[config.mk]
export PLATFORM = sky130hd
export DESIGN_NAME = egress_port_reader
export DESIGN_NICKNAME = d
export VERILOG_FILES = /design/src/rtl/egress_port_reader.sv
export SDC_FILE = /design/constraint.sdc
export NUM_CORES = 1
export LEC_CHECK = 0
export ABC_AREA = 1
export BUFFER_PORTS_ARGS = -buffer_cell sky130_fd_sc_hd__clkbuf_2
export CAP_MARGIN = 20
export CORE_AREA = 2 2 175 160
export DETAILED_ROUTE_END_ITERATION = 16
export DIE_AREA = 0 0 177 162
export PLACE_DENSITY = 0.51
export SYNTH_ARGS = -nofsm -noshare
export SYNTH_HDL_FRONTEND = slang
export SYNTH_SLANG_ARGS = --single-unit
export TNS_END_PERCENT = 5
[constraint.sdc]
create_clock -name clk -period 2.03 [get_ports clk]
set_input_delay 0.406 -clock clk [delete_from_list [all_inputs] [get_ports clk]]
set_output_delay 0.406 -clock clk [all_outputs]
set_load 0.01 [all_outputs]
[src/rtl/egress_port_reader.sv]
// Host-side read end of the 4-port switch: one egress FIFO per crossbar output,
// drained one byte per bus read, with STATUS and sticky ERR registers.
//
// Handshake: a byte on result<i> moves into FIFO i on a rising edge where
// res_valid[i] and res_ready[i] are both high. res_ready[i] depends only on
// registered FIFO state and on reset, never on res_valid. A res_valid[i]
// seen while res_ready[i] is low drops the byte and sets ovf[i].
module egress_port_reader #(
  parameter int WIDTH = 8,
  parameter int DEPTH = 4
) (
  input  logic             clk,
  input  logic             reset,
  input  logic             chipselect,
  input  logic             read,
  input  logic             write,
  input  logic [2:0]       address,
  output logic [WIDTH-1:0] readdata,
  input  logic [WIDTH-1:0] result0,
  input  logic [WIDTH-1:0] result1,
  input  logic [WIDTH-1:0] result2,
  input  logic [WIDTH-1:0] result3,
  input  logic [3:0]       res_valid,
  output logic [3:0]       res_ready
);

  localparam int AW = (DEPTH > 1) ? $clog2(DEPTH) : 1;
  localparam int CW = AW + 1;
  localparam logic [CW-1:0] FULL_CNT = CW'(DEPTH);
  localparam logic [CW-1:0] CNT_ONE  = CW'(1);
  localparam logic [AW-1:0] PTR_ONE  = AW'(1);

  logic [WIDTH-1:0] mem_q [4][DEPTH];
  logic [WIDTH-1:0] mem_d [4][DEPTH];
  logic [AW-1:0]    wptr_q [4];
  logic [AW-1:0]    wptr_d [4];
  logic [AW-1:0]    rptr_q [4];
  logic [AW-1:0]    rptr_d [4];
  logic [CW-1:0]    count_q [4];
  logic [CW-1:0]    count_d [4];
  logic [3:0]       ovf_q, ovf_d;
  logic [3:0]       udf_q, udf_d;
  logic [WIDTH-1:0] readdata_q, readdata_d;

  logic [WIDTH-1:0] res_data [4];
  logic [3:0]       full;
  logic [3:0]       nempty;
  logic [3:0]       push;
  logic [3:0]       pop;
  logic             rd;
  logic             unused_write;

  // The write strobe has no effect on this block.
  assign unused_write = write;

  assign res_data[0] = result0;
  assign res_data[1] = result1;
  assign res_data[2] = result2;
  assign res_data[3] = result3;

  // Ready is forced low while reset is asserted, otherwise "not full".
  assign res_ready = ~full & {4{~reset}};
  assign readdata  = readdata_q;
  assign rd        = chipselect & read;

  // Full/non-empty flags decoded from registered counts.
  always_comb begin
    full   = '0;
    nempty = '0;
    for (int i = 0; i < 4; i++) begin
      full[i]   = (count_q[i] == FULL_CNT);
      nempty[i] = (count_q[i] != '0);
    end
  end

  // Next-state for FIFOs, sticky errors and the read response register.
  always_comb begin
    mem_d      = mem_q;
    wptr_d     = wptr_q;
    rptr_d     = rptr_q;
    count_d    = count_q;
    ovf_d      = ovf_q;
    udf_d      = udf_q;
    readdata_d = readdata_q;
    push       = '0;
    pop        = '0;

    // ERR read clears first so that same-cycle error events below win.
    if (rd && address == 3'b101) begin
      ovf_d = '0;
      udf_d = '0;
    end

    for (int i = 0; i < 4; i++) begin
      push[i] = res_valid[i] & ~full[i];
      if (res_valid[i] && full[i]) ovf_d[i] = 1'b1;
      if (rd && !address[2] && address[1:0] == 2'(i)) begin
        if (nempty[i]) pop[i] = 1'b1;
        else           udf_d[i] = 1'b1;
      end
      if (push[i]) begin
        mem_d[i][wptr_q[i]] = res_data[i];
        wptr_d[i]           = wptr_q[i] + PTR_ONE;
      end
      if (pop[i]) rptr_d[i] = rptr_q[i] + PTR_ONE;
      case ({push[i], pop[i]})
        2'b10:   count_d[i] = count_q[i] + CNT_ONE;
        2'b01:   count_d[i] = count_q[i] - CNT_ONE;
        default: count_d[i] = count_q[i];
      endcase
    end

    // Read response is taken from state before this cycle's push/pop.
    if (rd) begin
      case (address)
        3'b000, 3'b001, 3'b010, 3'b011: begin
          if (nempty[address[1:0]])
            readdata_d = mem_q[address[1:0]][rptr_q[address[1:0]]];
          else
            readdata_d = '0;
        end
        3'b100:  readdata_d = WIDTH'({full, nempty});
        3'b101:  readdata_d = WIDTH'({udf_q, ovf_q});
        default: readdata_d = '0;
      endcase
    end
  end

  // Control state with synchronous reset; a read in a reset cycle is ignored.
  always_ff @(posedge clk) begin
    if (reset) begin
      for (int i = 0; i < 4; i++) begin
        wptr_q[i]  <= '0;
        rptr_q[i]  <= '0;
        count_q[i] <= '0;
      end
      ovf_q      <= '0;
      udf_q      <= '0;
      readdata_q <= '0;
    end else begin
      wptr_q     <= wptr_d;
      rptr_q     <= rptr_d;
      count_q    <= count_d;
      ovf_q      <= ovf_d;
      udf_q      <= udf_d;
      readdata_q <= readdata_d;
    end
  end

  // FIFO storage; contents are meaningless until addressed by valid pointers.
  always_ff @(posedge clk) begin
    mem_q <= mem_d;
  end

endmodule

==> metrics.txt <==
# TYPE chip_impl_metric gauge
chip_impl_metric{name="grt_util_all_layers",unit=""} 0.139
chip_impl_metric{name="setup-violations-final",unit=""} 0
chip_impl_metric{name="i_o_pins",unit=""} 56
chip_impl_metric{name="timing.critical_path.buf_inv",unit=""} 2
chip_impl_metric{name="firstDrtPassIters",unit=""} 6
chip_impl_metric{name="synthMuxAreaShare",unit=""} 0
chip_impl_metric{name="design.die.area",unit="mm^2"} 0.0287
chip_impl_metric{name="min_period_over_period",unit=""} 0.942
chip_impl_metric{name="cts.sinks",unit=""} 172
chip_impl_metric{name="n_antenna_cell",unit=""} 0
chip_impl_info{name="hold_path_class",value="in2reg"} 1
chip_impl_metric{name="timing_max_transition_violations_final",unit=""} 0
chip_impl_metric{name="post_layout_nets",unit=""} 995
chip_impl_metric{name="clk-insertion-delay-late",unit="ns"} 0.43
chip_impl_metric{name="grt_start_max_net_pins",unit=""} 65
chip_impl_metric{name="finalPower",unit="mW"} 7.79
chip_impl_metric{name="synth_area_per_cell",unit="um^2"} 9.73
chip_impl_metric{name="grt_first_pass_wirelength",unit="um"} 30300
chip_impl_metric{name="total_congestion_overflow_after_global_routing",unit=""} 0
chip_impl_metric{name="path_max_fanout",unit=""} 3
chip_impl_metric{name="max_stage_delay",unit="ns"} 0.37
chip_impl_metric{name="fp-row-count",unit=""} 57
chip_impl_metric{name="grt_antenna_before_repair",unit=""} 1
chip_impl_metric{name="seqCellArea",unit="mm^2"} 0.00473
chip_impl_metric{name="via_count",unit=""} 5661
chip_impl_metric{name="syn_inst",unit=""} 816
chip_impl_metric{name="max-slew-margin-rel",unit=""} 0.709
chip_impl_metric{name="cts_clock_pin_slew_for_the_worst_setup_and_hold_paths",unit="ns"} 0.07
chip_impl_metric{name="dp_hpwl",unit="um"} 13900
chip_impl_metric{name="fraction_of_the_mapped_netlist_area_in_simple_logic_gates",unit=""} 0.247
chip_impl_info{name="outcome",value="finished clean"} 1
chip_impl_metric{name="synth_seq_area_share",unit=""} 0.595
chip_impl_metric{name="leakage",unit="nW"} 3.93
chip_impl_metric{name="vias_in_the_first_global_route",unit=""} 5586
chip_impl_metric{name="core",unit="mm^2"} 0.0267
chip_impl_metric{name="synthesis.area",unit="mm^2"} 0.00794
chip_impl_metric{name="drcViolationCount",unit=""} 0
chip_impl_info{name="cts_tree",value="built"} 1
chip_impl_metric{name="numPlacedInstances",unit=""} 1260
chip_impl_info{name="end_kind",value="flip-flop"} 1
chip_impl_metric{name="synthXorXnorAreaFrac",unit=""} 0
chip_impl_metric{name="worst_path_arrival_time",unit="ns"} 2.29
chip_impl_metric{name="final_layout_size_suffix_gt1_frac",unit=""} 0.217
chip_impl_metric{name="worst_path_setup_slack_after_routing",unit="ns"} 0.118
chip_impl_metric{name="place.gp.congestion",unit=""} 0.829
chip_impl_metric{name="wire_per_inst",unit="um"} 14.7
chip_impl_metric{name="synth.ff_latch_count",unit=""} 172
chip_impl_metric{name="maxClockFrequency",unit="GHz"} 0.523
chip_impl_metric{name="drt_iter0_markers",unit=""} 327
chip_impl_metric{name="stdcell_count",unit=""} 1294
chip_impl_metric{name="synth_nets",unit=""} 884
chip_impl_metric{name="route.final.wire_length",unit="um"} 19000
chip_impl_metric{name="timing.hold.ws",unit="ns"} 0.197
chip_impl_metric{name="initial_core_util",unit=""} 0.297
chip_impl_info{name="ctsRootBufferMaster",value="sky130_fd_sc_hd__clkbuf_16"} 1
chip_impl_metric{name="cts-buffers-inserted",unit=""} 17
chip_impl_metric{name="final-hold-violation-count",unit=""} 0
chip_impl_metric{name="final_area",unit="mm^2"} 0.00956
chip_impl_metric{name="route.detailed.vias_per_inst",unit=""} 4.37
chip_impl_info{name="worstSetupStartpointType",value="flip-flop"} 1
chip_impl_info{name="timing_worst_setup_path_type",value="reg2reg"} 1
chip_impl_metric{name="tightestPinTransition",unit="ns"} 0.436
chip_impl_metric{name="area_growth",unit="%"} 20.4
chip_impl_metric{name="synth.yosys.warnings",unit=""} 0
chip_impl_metric{name="yosys.area_share.adder",unit=""} 0.0416
chip_impl_metric{name="post_synth_num_cell_types",unit=""} 34
chip_impl_metric{name="multiInputGateArea",unit="mm^2"} 0.00274
chip_impl_info{name="critPathTopFamily",value="adder cells"} 1
chip_impl_metric{name="htreeDepth",unit=""} 4
chip_impl_metric{name="ant_nets",unit=""} 0
chip_impl_metric{name="dieHeight",unit="um"} 162
chip_impl_metric{name="power_per_cell_area",unit="mW/mm^2"} 814
chip_impl_info{name="path_cells",value="inv_1 -> nand3_2 -> nand2_1 -> nor2_2 -> ha_1 -> inv_1 -> fa_1 -> a21oi_1 -> o21ai_0 -> a21oi_1 -> o21a_1"} 1
chip_impl_metric{name="timing.clock.skew",unit="ns"} 0.00814
chip_impl_info{name="grt_setup_unrepaired",value="true"} 1
chip_impl_metric{name="req_time_crit_path",unit="ns"} 2.41
chip_impl_info{name="cpMaxStageDelayCell",value="sky130_fd_sc_hd__fa_1"} 1
chip_impl_metric{name="synth_compound_area_frac",unit=""} 0.0478
chip_impl_metric{name="die_width",unit="um"} 177
chip_impl_metric{name="fin_crit",unit="ns"} 1.91
chip_impl_info{name="main_combinational_cell_family_by_area_after_synthesis",value="simple AND/OR/NAND/NOR gates"} 1
chip_impl_metric{name="portBuffers",unit=""} 54
chip_impl_metric{name="worst_ir_drop_vdd",unit="V"} 0.000513
chip_impl_metric{name="cts.hold.buffers_added",unit=""} 0
chip_impl_metric{name="max-clock-path-buffers",unit=""} 2
chip_impl_metric{name="placement.setup.worst_slack",unit="ns"} -0.219
chip_impl_metric{name="fill_cells",unit=""} 2693
chip_impl_metric{name="maxCapViolCount",unit=""} 0
chip_impl_metric{name="placed_cell_area",unit="mm^2"} 0.00894
-- routing by layer --
| metal | up-vias | wire, um | GRT usage | part of all wire |
|---|---|---|---|---|
| met1 | 2620 | 9490 | 0.196 | 0.50 |
| met5 | - | 0 | 0 | 0 |
| li1 | 2936 | - | - | - |
| met2 | 88 | 8350 | 0.210 | 0.44 |
| met3 | 17 | 762 | 0.0283 | 0.040 |
| met4 | 0 | 368 | 0.0511 | 0.019 |
-- state kept, by name (all words and copies together), names as in the netlist --
signal and flops:
count_q 12, mem_q 128, ovf_q 4, readdata 8, rptr_q 8, udf_q 4
wptr_q 8
-- cell usage in the layout (no fill, tap or decap), types with 4 or more instances in the layout --
master / instances
sky130_fd_sc_hd__nand2_1: 223
sky130_fd_sc_hd__edfxtp_1: 128
sky130_fd_sc_hd__nand3_1: 115
sky130_fd_sc_hd__nor2_1: 74
sky130_fd_sc_hd__buf_4: 69
sky130_fd_sc_hd__inv_1: 68
sky130_fd_sc_hd__clkbuf_2: 54
sky130_fd_sc_hd__dfxtp_1: 37
sky130_fd_sc_hd__a21oi_1: 25
sky130_fd_sc_hd__ha_1: 20
sky130_fd_sc_hd__clkbuf_16: 17
sky130_fd_sc_hd__nor2_2: 10
sky130_fd_sc_hd__a211oi_1: 8
sky130_fd_sc_hd__a22oi_1: 8
sky130_fd_sc_hd__a21oi_2: 8
sky130_fd_sc_hd__clkinv_1: 7
sky130_fd_sc_hd__dfxtp_2: 7
sky130_fd_sc_hd__nand2_2: 6
sky130_fd_sc_hd__nand3_2: 4
sky130_fd_sc_hd__nor3b_2: 4
sky130_fd_sc_hd__o21a_1: 4
sky130_fd_sc_hd__nor3b_1: 4
sky130_fd_sc_hd__clkinvlp_4: 4
-- cell usage after synthesis, drive strengths merged --
master,instances,area (um^2)
a211oi,8,60.1
a21oi,33,195
a22oi,8,60.1
and2,1,6.26
buf,29,236
clkbuf,4,15.0
clkinv,5,18.8
dfxtp,44,881
edfxtp,128,3840
fa,4,80.1
ha,20,250
inv,72,273
nand2,230,883
nand3,119,596
nand3b,1,7.51
nand4,1,6.26
nor2,87,363
nor3,4,20.0
nor3b,8,80.1
o21a,4,30.0
o21ai,6,33.8
-- through the flow --
step,setup TNS [ns],utilization
after floorplan,0,-
final,0,0.357
after CTS,0,0.354
after detailed placement,-2.01,0.334
after global routing,-0.117,0.357
after global placement,-1.44,0.334
-- worst paths after layout --
path,start,end,slack (ns),cells after the start
max,count_q[0],count_q[2],0.12,11
min,result3[6],mem_q[14],0.20,1
max reg2reg,count_q[0],count_q[2],0.12,11
min reg2reg,count_q[3],count_q[3],0.47,2
-- worst register-to-register path: stages (launching register included) --
cell                      delay [ns]
sky130_fd_sc_hd__dfxtp_2        0.35
sky130_fd_sc_hd__inv_1          0.06
sky130_fd_sc_hd__nand3_2        0.10
sky130_fd_sc_hd__nand2_1        0.08
sky130_fd_sc_hd__nor2_2         0.14
sky130_fd_sc_hd__ha_1           0.17
sky130_fd_sc_hd__inv_1          0.06
sky130_fd_sc_hd__fa_1           0.37
sky130_fd_sc_hd__a21oi_1        0.14
sky130_fd_sc_hd__o21ai_0        0.11
sky130_fd_sc_hd__a21oi_1        0.15
sky130_fd_sc_hd__o21a_1         0.13
-- logic make-up (layout without fill, tap and decap cells) --
kind of cell / Yosys count / count (layout)
compound gates: 59 / 59
fa+ha+maj: 24 / 24
buf+inv: 110 / 234
flops: 172 / 172
simple gates: 451 / 451
-- repair_timing --
| item | CTS | global route |
|---|---|---|
| resized for setup | 0 | 27 |
| endpoints found under the setup margin | 0 | 7 |
| buffers inserted | 0 | 2 |
-- area by class of cell --
cell class | count | area share
Sequential cell | 172 | 0.495
Multi-Input combinational cell | 534 | 0.286
Timing Repair Buffer | 125 | 0.0866
Tap cell | 354 | 0.0463
Clock buffer | 20 | 0.0457
Inverter | 77 | 0.0305
Clock inverter | 12 | 0.00942
-- power by group --
| part | total [mW] | switching [mW] | internal (mW) |
|---|---|---|---|
| registers | 3.99 | 0.0547 | 3.94 |
| logic | 0.849 | 0.540 | 0.309 |
| clock network | 2.95 | 1.37 | 1.57 |
| total | 7.79 | 1.97 | 5.82 |
Power figures use the tool's default switching activity.
